$ cat src/rtl/store_check_pkg.sv
// Shared types for the store check monitor: FSM states, failure codes and table entries.
package store_check_pkg;

  // Table entries are fixed at this width; the monitor's XLEN is expected to match it.
  localparam int SC_XLEN = 32;

  typedef enum logic [1:0] {
    FC_NONE     = 2'd0,
    FC_MISMATCH = 2'd1,
    FC_TIMEOUT  = 2'd2,
    FC_BAD_CFG  = 2'd3
  } fail_code_t;

  typedef enum logic [1:0] {
    S_IDLE = 2'd0,
    S_RUN  = 2'd1,
    S_PASS = 2'd2,
    S_FAIL = 2'd3
  } mon_state_t;

  typedef struct packed {
    logic [SC_XLEN-1:0] addr;
    logic [SC_XLEN-1:0] data;
  } exp_entry_t;

endpackage

$ cat src/rtl/store_check_monitor_if.sv
// Store-port, table-programming and status signals of the store check monitor.
interface store_check_monitor_if #(
  parameter int XLEN  = 32,
  parameter int DEPTH = 8
);
  localparam int IW = $clog2(DEPTH);

  logic            mem_write_m;
  logic [XLEN-1:0] data_address_m;
  logic [XLEN-1:0] store_data_m;
  logic            tbl_we;
  logic [IW-1:0]   tbl_idx;
  logic [XLEN-1:0] tbl_addr;
  logic [XLEN-1:0] tbl_data;
  logic [IW:0]     num_expected;
  logic            arm;
  logic            clear;

  logic            done;
  logic            pass;
  logic [1:0]      fail_code;
  logic [IW-1:0]   fail_idx;
  logic [XLEN-1:0] fail_addr;
  logic [XLEN-1:0] fail_data;
  logic [IW:0]     match_count;
  logic [15:0]     ignored_count;

  modport master (
    output mem_write_m, data_address_m, store_data_m,
    output tbl_we, tbl_idx, tbl_addr, tbl_data, num_expected, arm, clear,
    input  done, pass, fail_code, fail_idx, fail_addr, fail_data,
    input  match_count, ignored_count
  );

  modport slave (
    input  mem_write_m, data_address_m, store_data_m,
    input  tbl_we, tbl_idx, tbl_addr, tbl_data, num_expected, arm, clear,
    output done, pass, fail_code, fail_idx, fail_addr, fail_data,
    output match_count, ignored_count
  );

endinterface

$ cat src/rtl/store_check_table.sv
// Expected-store register file: one synchronous write port, one asynchronous read port.
module store_check_table
  import store_check_pkg::*;
#(
  parameter int DEPTH = 8,
  localparam int IW = $clog2(DEPTH)
) (
  input  logic       clk,
  input  logic       reset,
  input  logic       we,
  input  logic [IW-1:0] wr_idx,
  input  exp_entry_t wr_entry,
  input  logic [IW-1:0] rd_idx,
  output exp_entry_t rd_entry
);

  exp_entry_t mem [DEPTH];

  always_ff @(posedge clk or posedge reset) begin
    if (reset) begin
      for (int i = 0; i < DEPTH; i++) begin
        mem[i] <= '0;
      end
    end else if (we) begin
      mem[wr_idx] <= wr_entry;
    end
  end

  assign rd_entry = mem[rd_idx];

endmodule

$ cat src/rtl/store_check_monitor.sv
// Checks data-memory stores against an ordered table of expected (addr, data) pairs, with watchdog.
// Define STORE_MON_IGNORE_EN to skip and count stores to IGNORE_ADDR.
module store_check_monitor
  import store_check_pkg::*;
#(
  parameter int XLEN = 32,
  parameter int DEPTH = 8,
  parameter int TIMEOUT_CYCLES = 4096,
  parameter logic [XLEN-1:0] IGNORE_ADDR = XLEN'(96)
) (
  input  logic clk,
  input  logic reset,
  store_check_monitor_if.slave bus
);

  localparam int IW = $clog2(DEPTH);
  localparam int CW = $clog2(TIMEOUT_CYCLES);
  localparam logic [CW-1:0] CYC_LAST = CW'(TIMEOUT_CYCLES - 1);
  localparam logic [IW:0]   NUM_MAX  = (IW+1)'(DEPTH);

  mon_state_t      state;
  logic [IW-1:0]   idx;
  logic [CW-1:0]   cyc_cnt;
  logic [IW:0]     num_q;
  logic            done_q;
  logic            pass_q;
  fail_code_t      fail_code_q;
  logic [IW-1:0]   fail_idx_q;
  logic [XLEN-1:0] fail_addr_q;
  logic [XLEN-1:0] fail_data_q;
  logic [IW:0]     match_q;
  logic [15:0]     ign_q;

  exp_entry_t cur;
  exp_entry_t wr_entry;
  logic       ignore_hit;
  logic       store_cmp;
  logic       store_ign;
  logic       entry_hit;
  logic       last_entry;
  logic       cfg_ok;

  assign wr_entry = '{addr: bus.tbl_addr, data: bus.tbl_data};

  store_check_table #(.DEPTH(DEPTH)) u_table (
    .clk      (clk),
    .reset    (reset),
    .we       (bus.tbl_we && (state == S_IDLE)),
    .wr_idx   (bus.tbl_idx),
    .wr_entry (wr_entry),
    .rd_idx   (idx),
    .rd_entry (cur)
  );

`ifdef STORE_MON_IGNORE_EN
  assign ignore_hit = (bus.data_address_m == IGNORE_ADDR);
`else
  logic unused_ignore_addr;
  assign ignore_hit         = 1'b0;
  assign unused_ignore_addr = ^IGNORE_ADDR;
`endif

  assign store_cmp  = bus.mem_write_m && !ignore_hit;
  assign store_ign  = bus.mem_write_m && ignore_hit;
  assign entry_hit  = (bus.data_address_m == cur.addr) && (bus.store_data_m == cur.data);
  assign last_entry = (({1'b0, idx}) + (IW+1)'(1)) == num_q;
  assign cfg_ok     = (bus.num_expected != '0) && (bus.num_expected <= NUM_MAX);

  always_ff @(posedge clk or posedge reset) begin
    if (reset) begin
      state       <= S_IDLE;
      idx         <= '0;
      cyc_cnt     <= '0;
      num_q       <= '0;
      done_q      <= 1'b0;
      pass_q      <= 1'b0;
      fail_code_q <= FC_NONE;
      fail_idx_q  <= '0;
      fail_addr_q <= '0;
      fail_data_q <= '0;
      match_q     <= '0;
      ign_q       <= '0;
    end else if (bus.clear) begin
      // The table survives a clear so the same expectations can be re-armed.
      state       <= S_IDLE;
      idx         <= '0;
      cyc_cnt     <= '0;
      num_q       <= '0;
      done_q      <= 1'b0;
      pass_q      <= 1'b0;
      fail_code_q <= FC_NONE;
      fail_idx_q  <= '0;
      fail_addr_q <= '0;
      fail_data_q <= '0;
      match_q     <= '0;
      ign_q       <= '0;
    end else begin
      unique case (state)
        S_IDLE: begin
          if (bus.arm) begin
            if (cfg_ok) begin
              state   <= S_RUN;
              idx     <= '0;
              match_q <= '0;
              cyc_cnt <= '0;
              num_q   <= bus.num_expected;
            end else begin
              state       <= S_FAIL;
              done_q      <= 1'b1;
              fail_code_q <= FC_BAD_CFG;
            end
          end
        end
        S_RUN: begin
          cyc_cnt <= cyc_cnt + CW'(1);
          // A compared store decides the cycle even when the watchdog expires with it.
          if (store_cmp) begin
            if (entry_hit) begin
              idx     <= idx + IW'(1);
              match_q <= match_q + (IW+1)'(1);
              if (last_entry) begin
                state  <= S_PASS;
                done_q <= 1'b1;
                pass_q <= 1'b1;
              end
            end else begin
              state       <= S_FAIL;
              done_q      <= 1'b1;
              fail_code_q <= FC_MISMATCH;
              fail_idx_q  <= idx;
              fail_addr_q <= bus.data_address_m;
              fail_data_q <= bus.store_data_m;
            end
          end else if (cyc_cnt == CYC_LAST) begin
            state       <= S_FAIL;
            done_q      <= 1'b1;
            fail_code_q <= FC_TIMEOUT;
            fail_idx_q  <= idx;
          end
          if (store_ign && (ign_q != 16'hFFFF)) begin
            ign_q <= ign_q + 16'd1;
          end
        end
        default: begin
        end
      endcase
    end
  end

  assign bus.done          = done_q;
  assign bus.pass          = pass_q;
  assign bus.fail_code     = fail_code_q;
  assign bus.fail_idx      = fail_idx_q;
  assign bus.fail_addr     = fail_addr_q;
  assign bus.fail_data     = fail_data_q;
  assign bus.match_count   = match_q;
  assign bus.ignored_count = ign_q;

endmodule

$ cat src/flat_wrapper.sv
// flat-port wrapper written by rule: the top's interface ports become plain ports
module store_check_monitor_flat import store_check_pkg::*;
#(
  parameter int XLEN = 32,
  parameter int DEPTH = 8,
  parameter int TIMEOUT_CYCLES = 4096,
  parameter logic [XLEN-1:0] IGNORE_ADDR = XLEN'(96)
)
  (clk, reset, bus_mem_write_m, bus_data_address_m, bus_store_data_m, bus_tbl_we, bus_tbl_idx, bus_tbl_addr, bus_tbl_data, bus_num_expected, bus_arm, bus_clear, bus_done, bus_pass, bus_fail_code, bus_fail_idx, bus_fail_addr, bus_fail_data, bus_match_count, bus_ignored_count);
  store_check_monitor_if #(.XLEN(XLEN), .DEPTH(DEPTH)) bus_i ();
  input  logic clk;
  input  logic reset;
  input wire logic [$bits(bus_i.mem_write_m)-1:0] bus_mem_write_m;
  input wire logic [$bits(bus_i.data_address_m)-1:0] bus_data_address_m;
  input wire logic [$bits(bus_i.store_data_m)-1:0] bus_store_data_m;
  input wire logic [$bits(bus_i.tbl_we)-1:0] bus_tbl_we;
  input wire logic [$bits(bus_i.tbl_idx)-1:0] bus_tbl_idx;
  input wire logic [$bits(bus_i.tbl_addr)-1:0] bus_tbl_addr;
  input wire logic [$bits(bus_i.tbl_data)-1:0] bus_tbl_data;
  input wire logic [$bits(bus_i.num_expected)-1:0] bus_num_expected;
  input wire logic [$bits(bus_i.arm)-1:0] bus_arm;
  input wire logic [$bits(bus_i.clear)-1:0] bus_clear;
  output wire logic [$bits(bus_i.done)-1:0] bus_done;
  output wire logic [$bits(bus_i.pass)-1:0] bus_pass;
  output wire logic [$bits(bus_i.fail_code)-1:0] bus_fail_code;
  output wire logic [$bits(bus_i.fail_idx)-1:0] bus_fail_idx;
  output wire logic [$bits(bus_i.fail_addr)-1:0] bus_fail_addr;
  output wire logic [$bits(bus_i.fail_data)-1:0] bus_fail_data;
  output wire logic [$bits(bus_i.match_count)-1:0] bus_match_count;
  output wire logic [$bits(bus_i.ignored_count)-1:0] bus_ignored_count;
  assign bus_i.mem_write_m = bus_mem_write_m;
  assign bus_i.data_address_m = bus_data_address_m;
  assign bus_i.store_data_m = bus_store_data_m;
  assign bus_i.tbl_we = bus_tbl_we;
  assign bus_i.tbl_idx = bus_tbl_idx;
  assign bus_i.tbl_addr = bus_tbl_addr;
  assign bus_i.tbl_data = bus_tbl_data;
  assign bus_i.num_expected = bus_num_expected;
  assign bus_i.arm = bus_arm;
  assign bus_i.clear = bus_clear;
  assign bus_done = bus_i.done;
  assign bus_pass = bus_i.pass;
  assign bus_fail_code = bus_i.fail_code;
  assign bus_fail_idx = bus_i.fail_idx;
  assign bus_fail_addr = bus_i.fail_addr;
  assign bus_fail_data = bus_i.fail_data;
  assign bus_match_count = bus_i.match_count;
  assign bus_ignored_count = bus_i.ignored_count;
  store_check_monitor #(.XLEN(XLEN), .DEPTH(DEPTH), .TIMEOUT_CYCLES(TIMEOUT_CYCLES), .IGNORE_ADDR(IGNORE_ADDR)) u_core (.clk(clk), .reset(reset), .bus(bus_i));
endmodule
$ cat config.mk
export PLATFORM = sky130hd
export DESIGN_NAME = store_check_monitor_flat
export DESIGN_NICKNAME = d
export VERILOG_FILES = /design/src/rtl/store_check_pkg.sv /design/src/rtl/store_check_monitor_if.sv /design/src/rtl/store_check_table.sv /design/src/rtl/store_check_monitor.sv /design/src/flat_wrapper.sv
export SDC_FILE = /design/constraint.sdc
export NUM_CORES = 1
export LEC_CHECK = 0
export BUFFER_PORTS_ARGS = -buffer_cell sky130_fd_sc_hd__buf_2
export CAP_MARGIN = 15
export CORE_ASPECT_RATIO = 2
export CORE_UTILIZATION = 35
export CTS_CLUSTER_SIZE = 24
export DETAILED_ROUTE_END_ITERATION = 10
export PLACE_DENSITY = 0.48
export SLEW_MARGIN = 20
export SYNTH_ARGS = -nofsm -noshare
export SYNTH_HDL_FRONTEND = slang
export SYNTH_SLANG_ARGS = --single-unit
$ cat constraint.sdc
create_clock -name clk -period 24.2 [get_ports clk]
set_clock_uncertainty 0.2 [all_clocks]
set_input_delay 0 -clock clk [delete_from_list [all_inputs] [get_ports clk]]
set_output_delay 0 -clock clk [all_outputs]
set_load 0.05 [all_outputs]
==> results of run 1 <==
[final timing paths]
path / start / cells after the start / end
setup / recovery: u_core.idx[0] / 12 / u_core.bus.fail_addr[21]
hold / removal: bus_data_address_m[17] / 3 / u_core.bus.fail_addr[17]
setup reg to reg: u_core.idx[0] / 12 / u_core.bus.fail_addr[21]
hold reg to reg: u_core.bus.fail_data[16] / 1 / u_core.bus.fail_data[16]
max in group asynchronous: reset / 8 / u_core.idx[2]
min in group asynchronous: reset / 4 / u_core.u_table.mem[494]
[flip-flops by register name (all words and copies together) (netlist names)]
name	cells
u_core.num_q	4
u_core.bus.fail_data	32
u_core.state	2
u_core.u_table.mem	512
u_core.bus.pass	1
u_core.bus.fail_idx	3
u_core.bus.done	1
u_core.bus.match_count	4
u_core.cyc_cnt	12
u_core.idx	3
u_core.bus.fail_addr	32
u_core.bus.fail_code	2
[power by group]
group	switching, mW	internal, mW	leakage (nW)	total, mW
Clock	0.408	0.558	0.973	0.966
Sequential	0.217	1.44	7.90	1.66
Combinational	0.485	0.541	6.37	1.03
[cell families (layout without fill, tap and decap cells)]
kind of cell	count (synthesis)	count (layout)	share of synthesized area, %
compound gates	188	188	5.193
xor+xnor	56	56	1.756
fa+ha+maj	3	3	0.1344
buf+inv	135	548	2.917
flops	608	608	54.48
mux	730	730	32.21
other cells	1	18	0.01343
simple gates	170	170	3.293
[layout make-up]
cell class / instances / area [sq um] / share of cell area [%]
Inverter: 5 / 26.28 / 0.07762
Timing Repair Buffer: 438 / 3291 / 9.721
Clock inverter: 22 / 305.3 / 0.9019
Sequential cell: 608 / 15230 / 44.98
Antenna cell: 2 / 5.005 / 0.01478
Clock buffer: 83 / 1687 / 4.982
Tap cell: 1036 / 1296 / 3.829
Multi-Input combinational cell: 1163 / 12020 / 35.49
[critical path: stages, from the launching register on]
cell       delay [ns]
dfrtp_4          0.77
buf_12           0.61
buf_4            0.62
mux4_2           0.58
mux2i_1          0.22
xor2_1           0.38
o2111ai_1        0.21
nor4_1           0.44
nand2_1          0.12
or3_1            0.55
a31oi_4          0.25
buf_4            0.62
a22o_1           0.26
[metal layers]
layer  part of all wire (%)  track usage (%)
met1                     42            26.53
met2                     52            38.45
met3                    3.9            2.963
met4                    2.3            5.635
met5                  0.038                0
[placed cells by master, fill, tap and decap left out, types with 4 or more instances in the layout]
master and n:
nand3_1 14, dfrtp_1 605, a221oi_1 9, a22o_1 76, buf_4 23, and3_1 16, a21oi_1 10, nor2_1 17
nand2_4 6, nor2b_1 7, a21bo_2 7, mux2_2 530, clkinv_2 9, buf_2 215, nand3b_1 8, dlygate4sd3_1 195
clkinvlp_4 4, nor3_1 8, mux4_2 82, a22oi_1 22, clkbuf_16 59, o21ai_0 32, bufinv_16 7, conb_1 16
nand4_1 20, o22ai_1 9, nor4_1 6, mux2i_1 118, xor2_1 41, xnor2_1 15, clkbuf_8 12, clkbuf_1 12
nand2_1 46, inv_1 4
[timing repair]
action | CTS | global route
buffers inserted | 0 | 0
hold buffers | 196 | 0
hold endpoints to repair | 697 | 0
[through the flow]
stage,hold WS [ns],instance area [sq um]
6_report,0.02813,33850
5_1_grt,0.01616,33850
4_1_cts,0.001564,33840
3_5_place_dp,-0.04439,29870
3_3_place_gp,-0.05100,29870
2_1_floorplan,-0.06747,27980
==> impl_metrics.env, run 1 <==
export IMPL_status="finished clean"
export IMPL_slew_headroom_pct=36.35
export IMPL_drtIter0Drc=933
export IMPL_cp_arrival_ns=6.53
export IMPL_async_flop_share_pct=100.0
export IMPL_cts_root_buf="clkbuf_16"
export IMPL_wl_per_cell_um=25.38
export IMPL_leakagePower_nw=15.24
export IMPL_rrSetupSlack_ns=18.03
export IMPL_vias=17870
export IMPL_worst_setup_path_type="reg2reg"
export IMPL_synth_seq_area_share_pct=54.48
export IMPL_required_ns=24.55
export IMPL_clkTransAtPathRegs_ns=0.06
export IMPL_ir_worst_vdd_mv=0.05381
export IMPL_die_width_um=201.7
export IMPL_first_pass_iters=4
export IMPL_cts_tree="yes"
export IMPL_layout_cells_non_filler=3357
export IMPL_grt_use_total_pct=21.35
export IMPL_num_rows=146
export IMPL_htreeDepth=2
export IMPL_synth_distinct_cells=56
export IMPL_cts_resized=0
export IMPL_via_per_inst=5.323
export IMPL_cts_sinks=608
export IMPL_grt_ovfl_total=0
export IMPL_fin_crit_sh_pct=25.51
export IMPL_finish_net_count=2417
export IMPL_detail_route_antenna_nets=0
export IMPL_gp_congestion=0.8370
export IMPL_end_kind="register"
export IMPL_finalHoldViolCount=0
export IMPL_rsz0062_at_grt="false"
export IMPL_cts_made_buffers=57
export IMPL_synth_edf_count=0
export IMPL_synth_top_area_share_pct=54.48
export IMPL_power_mw=3.650
export IMPL_die_area_sq_um=80990
export IMPL_port_buffers=215
export IMPL_drt_total_wl_mm=85.21
export IMPL_worst_path_max_fanout=100
export IMPL_antenna_found_initial=6
export IMPL_start_util_pct=35.31
export IMPL_max_freq_mhz=162.0
export IMPL_yosys_cell_count_top_type="dfrtp_1"
export IMPL_setup_violations=0
export IMPL_post_route_min_period_ns=6.172
export IMPL_syn_to_final_growth_pct=21.21
export IMPL_core_region_area_sq_um=79100
export IMPL_ys_flop_type="dfrtp_1"
export IMPL_ctsLongestPathBuffers=3
export IMPL_first_global_vias=19190
export IMPL_startpoint_type="register"
export IMPL_postSynthCellCount=1891
export IMPL_place_hpwl_mm=54.80
export IMPL_pin_count=232
export IMPL_synth_common_cells="608 x dfrtp_1, 530 x mux2_2, 118 x mux2i_1, 82 x mux4_2, 76 x a22o_1"
export IMPL_netlist_area_sq_um=27930
export IMPL_die_h_um=401.5
export IMPL_synth_largest_area_cell="dfrtp_1"
export IMPL_grt_pass1_wl_mm=128.6
export IMPL_pwr_density_cell_nw_per_um2=107.8
export IMPL_postLayoutCoreUtil_pct=42.80
export IMPL_synth_area_per_cell_sq_um=14.77
export IMPL_postLayoutSetupSlackWorst_ns=18.03
export IMPL_grt_max_degree=159
export IMPL_pre_cts_slack_ns=18.14
export IMPL_ys_ff_latch=608
export IMPL_setup_tns_final_ns=0
export IMPL_max_slew_worst_pin_slew_ns=0.9547
export IMPL_drv_slew=0
export IMPL_drc=0
export IMPL_placed_cells=3054
export IMPL_yosys_warnings=0
export IMPL_drive_above_1_share_pct=42.00
export IMPL_fillers=7214
export IMPL_clk_latency_ns=0.63
export IMPL_cap_violations=0
export IMPL_ys_top_cells_by_area="dfrtp_1 54%, mux2_2 21%, mux4_2 6.6%"
export IMPL_min_path_type="in2reg"
Power figures use the tool's default switching activity.
==> inputs of run 2 (changes only) <==
--- a/config.mk
+++ b/config.mk
@@ -11,7 +11,7 @@
 export CORE_UTILIZATION = 35
 export CTS_CLUSTER_SIZE = 24
 export DETAILED_ROUTE_END_ITERATION = 10
-export PLACE_DENSITY = 0.48
+export PLACE_DENSITY = 0.5
 export SLEW_MARGIN = 20
 export SYNTH_ARGS = -nofsm -noshare
 export SYNTH_HDL_FRONTEND = slang
==> constraint.sdc (replaced) <==
create_clock -name clk -period 4.94 [get_ports clk]
set_clock_uncertainty 0.2 [all_clocks]
set_input_delay 0 -clock clk [delete_from_list [all_inputs] [get_ports clk]]
set_output_delay 0 -clock clk [all_outputs]
set_load 0.05 [all_outputs]
==> run 2 against run 1 <==
  * Count of clock-buffer cells in the layout is 3 lower
  * Routed wire length down 0.60%
  * Combinational power rose to 4.9 times the previous value
  * Critical path type unchanged
  * Sequential cell count did not move
  * Critical endpoint is now u_core.bus.fail_addr[20]
  * Sequential power rose to 4.9 times the previous value
  * Worst setup slack got worse by 18 ns
  * Cell area rose by 1.5%
  * Sequential share of layout area is 0.66 points lower
==> impl_metrics.env, run 2 (synthesis gave the netlist of run 1 again) <==
export IMPL_status="finished clean"
export IMPL_cts_setup_buffers=0
export IMPL_drt_total_wl_mm=84.70
export IMPL_crit_path_max_incr_delay_ns=0.61
export IMPL_via_per_inst=5.330
export IMPL_gp_congestion=0.9063
export IMPL_clkTransAtPathRegs_ns=0.07
export IMPL_seqPwrFrac_pct=45.4
export IMPL_ctsLongestPathBuffers=3
export IMPL_end_kind="register"
export IMPL_htreeDepth=2
export IMPL_syn_to_final_growth_pct=23.02
export IMPL_die_h_um=401.5
export IMPL_die_area_sq_um=80990
export IMPL_detail_route_antenna_nets=0
export IMPL_cap_violations=0
export IMPL_cp_buffers_inverters=4
export IMPL_startpoint_type="register"
export IMPL_place_hpwl_mm=56.00
export IMPL_setup_tns_final_ns=0
export IMPL_clockPowerShare_pct=26.2
export IMPL_worst_path_max_fanout=29
export IMPL_p_int_mw=12.47
export IMPL_p_sw_share_pct=30.11
export IMPL_ir_worst_vdd_mv=0.2489
export IMPL_max_slew_worst_pin_slew_ns=1.057
export IMPL_antenna_found_initial=4
export IMPL_cp_arrival_ns=4.94
export IMPL_first_global_vias=19630
export IMPL_power_switching_mw=5.373
export IMPL_setup_violations=0
export IMPL_cts_sinks=608
export IMPL_grt_max_degree=165
export IMPL_cp_slowest_cell="dfrtp_4"
export IMPL_path_cells="buf_12, buf_12, mux4_2, mux2i_1, xor2_1, buf_4, o2111ai_1, nor4b_2, nand4_1, or3_1, and3_2, buf_4, a22o_1"
export IMPL_port_buffers=215
export IMPL_drive_above_1_share_pct=43.09
export IMPL_num_rows=146
export IMPL_first_pass_iters=6
export IMPL_drv_slew=0
export IMPL_postLayoutCoreUtil_pct=43.43
export IMPL_cts_resized=0
export IMPL_placed_cells=3101
export IMPL_fin_crit_sh_pct=93.90
export IMPL_wl_per_cell_um=24.87
export IMPL_drc=0
export IMPL_leakagePower_nw=15.51
export IMPL_grt_ovfl_total=0
export IMPL_layout_cells_non_filler=3406
export IMPL_place_area_sq_um=30400
export IMPL_final_cell_area_sq_um=34360
export IMPL_cts_root_buf="clkbuf_16"
export IMPL_slew_headroom_pct=29.56
export IMPL_clk_latency_ns=0.63
export IMPL_final_common_cell="dfrtp_1"
export IMPL_max_freq_mhz=215.6
export IMPL_finish_net_count=2466
export IMPL_grt_use_total_pct=21.18
export IMPL_cts_made_buffers=56
export IMPL_finalHoldViolCount=0
export IMPL_grt_pass1_wl_mm=128.3
export IMPL_core_region_area_sq_um=79100
export IMPL_post_route_min_period_ns=4.639
export IMPL_pwr_density_cell_nw_per_um2=519.4
export IMPL_worst_setup_path_type="reg2reg"
export IMPL_mostFrequentLayoutCells="605 x dfrtp_1, 530 x mux2_2, 215 x buf_2"
export IMPL_crit_family="simple AND/OR/NAND/NOR gates"
export IMPL_cts_tree="yes"
export IMPL_regMostFlops="u_core.u_table.mem"
export IMPL_vias=18150
export IMPL_min_path_type="in2reg"
export IMPL_die_width_um=201.7
export IMPL_pin_count=232
export IMPL_start_util_pct=35.31
export IMPL_power_mw=17.84
export IMPL_rsz0062_at_grt="false"
export IMPL_largest_reg_flops=512
export IMPL_required_ns=5.24
export IMPL_drtIter0Drc=935
export IMPL_pwr_share_comb_pct=28.3
-- run 2: changes by cell type in the layout (fill, tap and decap cells not counted), sizes merged --
cell / before / now
dlygate4sd3: 195 / 199
diode: 2 / 3
clkinvlp: 4 / 3
clkbuf: 83 / 80
buf: 243 / 289
clkinv: 9 / 11
-- run 2: metrics by stage --
stage | hold slack (ns) | setup slack [ns]
after floorplan | -0.06747 | -3.555
after global placement | 0.01032 | 0.3173
after detailed placement | 0.009330 | 0.3349
after CTS | 0.0001509 | 0.2907
after global routing | 0.02322 | 0.1662
final | 0.02975 | 0.3012
-- run 2: path summary, 6_finish.rpt --
| kind | endpoint | from | slack (ns) | depth (start not counted) |
|---|---|---|---|---|
| max | u_core.bus.fail_addr[20] | u_core.idx[0] | 0.30 | 13 |
| min | u_core.bus.fail_addr[12] | bus_data_address_m[12] | 0.03 | 3 |
| max reg2reg | u_core.bus.fail_addr[20] | u_core.idx[0] | 0.30 | 13 |
| min reg2reg | u_core.bus.pass | u_core.bus.pass | 0.30 | 1 |
| max in group asynchronous | u_core.u_table.mem[10] | reset | 2.63 | 5 |
| min in group asynchronous | u_core.cyc_cnt[2] | reset | 0.47 | 4 |
-- run 2: repair_timing --
item	4_1_cts	5_1_grt
hold endpoints to repair	705	0
hold buffers	199	0
endpoints found under the setup margin	0	0
-- run 2: final cells by class --
| class | instances | area [sq um] |
|---|---|---|
| Inverter | 5 | 22.52 |
| Multi-Input combinational cell | 1163 | 12020 |
| Antenna cell | 3 | 7.507 |
| Clock inverter | 23 | 309.0 |
| Timing Repair Buffer | 488 | 3836 |
| Fill cell | 7239 | 44740 |
| Tap cell | 1036 | 1296 |
| Clock buffer | 80 | 1643 |
| Sequential cell | 608 | 15230 |
-- run 2: layer usage --
metal / track usage, % / vias to the layer above / share of wire (%)
li1: - / 7910 / -
met1: 26.33 / 9670 / 42
met2: 37.52 / 456 / 51
met3: 2.849 / 116 / 3.8
met4: 7.057 / 2 / 3.2
met5: 0 / - / 0.012
-- run 2: worst register-to-register path: cells and delay by family, from the launching register on --
family,cells,cell delay [ns]
multiplexers,2,0.81
XOR/XNOR,1,0.27
AO/OA/AOI/OAI,2,0.43
buffers and inverters,4,0.90
flip-flops,1,0.61
AND/OR/NAND/NOR,4,1.30
-- run 2: power by group through the flow --
stage | Clock (mW) | Sequential [mW] | Combinational [mW]
3_5_place_dp | 0 | 8.19 | 4.98
3_3_place_gp | 0 | 8.09 | 4.84
6_report | 4.68 | 8.11 | 5.06
2_1_floorplan | 0 | 8.19 | 3.39
4_1_cts | 4.84 | 8.10 | 5.13
5_1_grt | 5.00 | 8.37 | 5.45
==> inputs of run 3 (changes only) <==
--- a/config.mk
+++ b/config.mk
@@ -8,10 +8,10 @@
 export BUFFER_PORTS_ARGS = -buffer_cell sky130_fd_sc_hd__buf_2
 export CAP_MARGIN = 15
 export CORE_ASPECT_RATIO = 2
-export CORE_UTILIZATION = 35
+export CORE_UTILIZATION = 54
 export CTS_CLUSTER_SIZE = 24
 export DETAILED_ROUTE_END_ITERATION = 10
-export PLACE_DENSITY = 0.5
+export PLACE_DENSITY = 0.76
 export SLEW_MARGIN = 20
 export SYNTH_ARGS = -nofsm -noshare
 export SYNTH_HDL_FRONTEND = slang
==> run 3 against run 2 <==
  * Clock power shrank 9.4%
  * Global-route usage grew 8.2 points
  * Sequential cell count is the same
  * Critical path depth shrank 2
  * Routed wire length shrank 12%
  * Cell count shrank 13%
  * Combinational power shrank 2%
  * Fmax shrank 1.0%
  * Via count grew 0.55%
  * Sequential power grew 0.7%
  * Largest cell class unchanged
==> impl_metrics.env, run 3 (synthesis gave the netlist of run 1 again) <==
export IMPL_via_per_inst=6.162
export IMPL_cts_tree="yes"
export IMPL_drc=0
export IMPL_leakagePower_nw=15.15
export IMPL_power_mw=17.38
export IMPL_cts_setup_buffers=0
export IMPL_drive_above_1_share_pct=43.50
export IMPL_cts_made_buffers=52
export IMPL_vias=18250
export IMPL_drt_total_wl_mm=74.95
export IMPL_worst_path_max_fanout=19
export IMPL_cts_root_buf="clkbuf_16"
export IMPL_first_pass_iters=6
export IMPL_gp_congestion=0.9952
export IMPL_max_freq_mhz=213.4
export IMPL_detail_route_antenna_nets=0
export IMPL_start_util_pct=54.82
export IMPL_post_route_min_period_ns=4.686
export IMPL_die_area_sq_um=52690
export IMPL_startpoint_type="register"
export IMPL_max_slew_worst_pin_slew_ns=1.025
export IMPL_antenna_found_initial=3
export IMPL_port_buffers=215
export IMPL_slew_headroom_pct=31.20
export IMPL_cts_sinks=608
export IMPL_drtIter0Drc=1414
export IMPL_grt_use_total_pct=29.36
export IMPL_cts_resized=0
export IMPL_place_hpwl_mm=48.55
export IMPL_fillers=3616
export IMPL_largest_reg_flops=512
export IMPL_die_h_um=323.6
export IMPL_drv_slew=0
export IMPL_ir_worst_vdd_mv=0.3549
export IMPL_first_global_vias=19740
export IMPL_pin_count=232
export IMPL_postLayoutCoreUtil_pct=65.01
export IMPL_setup_tns_final_ns=0
export IMPL_fin_crit_sh_pct=94.86
export IMPL_required_ns=5.21
export IMPL_syn_to_final_growth_pct=18.59
export IMPL_rsz0062_at_grt="false"
export IMPL_cap_violations=0
export IMPL_ctsLongestPathBuffers=3
export IMPL_final_common_cell="dfrtp_1"
export IMPL_num_rows=117
export IMPL_die_width_um=162.8
export IMPL_pwr_density_cell_nw_per_um2=524.8
export IMPL_mostFrequentLayoutCells="605 x dfrtp_1, 530 x mux2_2, 215 x buf_2"
export IMPL_setup_violations=0
export IMPL_finish_net_count=2408
export IMPL_grt_ovfl_total=0
export IMPL_grt_pass1_wl_mm=116.4
export IMPL_grt_max_degree=175
export IMPL_finalHoldViolCount=0
export IMPL_core_region_area_sq_um=50940
export IMPL_min_path_type="in2reg"
export IMPL_htreeDepth=2
export IMPL_clk_latency_ns=0.60
export IMPL_status="finished clean"
export IMPL_wl_per_cell_um=25.30
export IMPL_regMostFlops="u_core.u_table.mem"
export IMPL_end_kind="register"
export IMPL_clkTransAtPathRegs_ns=0.07
export IMPL_cp_arrival_ns=4.96
export IMPL_worst_setup_path_type="reg2reg"
[run 3: cell types whose count changed in the layout (fill, tap and decap cells not counted), sizes merged]
cell	delta
clkinvlp	+7
buf	-13
diode	-1
dlygate4sd3	-41
bufinv	-2
inv	-3
clkbuf	-12
clkinv	+3
[run 3: metrics by stage]
stage,cell area [sq um],std cells,hold WS (ns),setup slack (ns)
final,33120,2962,0.02510,0.2541
after detailed placement,29780,2706,0.02973,0.4202
after CTS,33110,2960,0.0001485,0.3534
after floorplan,27990,1906,-0.06747,-3.555
after global placement,29780,2706,0.02761,0.4427
after global routing,33120,2962,0.03000,0.1781
[run 3: final timing paths]
check,startpoint,to,slack [ns],cells past startpoint
max,u_core.idx[0],u_core.state[0],0.25,11
min,bus_data_address_m[12],u_core.bus.fail_addr[12],0.03,3
max reg2reg,u_core.idx[0],u_core.state[0],0.25,11
min reg2reg,u_core.bus.fail_addr[1],u_core.bus.fail_addr[1],0.30,1
max in group asynchronous,reset,u_core.u_table.mem[145],2.63,5
min in group asynchronous,reset,u_core.u_table.mem[60],0.53,4
[run 3: worst max-delay path: stages (launching register included)]
cell and delay (ns):
dfrtp_4 0.72, buf_12 0.27, mux4_2 0.52, mux2i_1 0.37, xor2_1 0.38, nand3_1 0.22, nor4b_2 0.29, nand4_1 0.15
or3_1 0.54, nor2_1 0.21, o31ai_1 0.08, dlygate4sd3_1 0.57
[run 3: timing repair]
item                       CTS  global route
setup endpoints to repair    0             0
hold buffers               158             0
hold endpoints to repair   631             0
[run 3: report_power, final]
part / switching, mW / total, mW / internal [mW] / leakage (nW)
logic: 2.30 / 4.97 / 2.67 / 6.40
registers: 1.11 / 8.17 / 7.06 / 7.90
clock network: 1.88 / 4.24 / 2.36 / 0.846
total: 5.29 / 17.4 / 12.1 / 15.1
[run 3: cell type report]
class | instances | area (sq um) | share of cell area [%]
sequential | 608 | 15230 | 45.97
multi-input combinational | 1163 | 12020 | 36.28
timing repair buffer | 434 | 3278 | 9.898
clock buffer | 68 | 1463 | 4.416
tap | 654 | 818.3 | 2.471
clock inverter | 28 | 291.5 | 0.8802
inverter | 5 | 22.52 | 0.06800
antenna | 2 | 5.005 | 0.01511
[run 3: routing by layer]
metal	vias to the layer above	part of all wire, %	track usage [%]
li1	7783	-	-
met1	9532	39	36.35
met2	731	50	49.94
met3	205	5.4	3.452
met4	2	6.0	16.12
met5	-	0.015	0
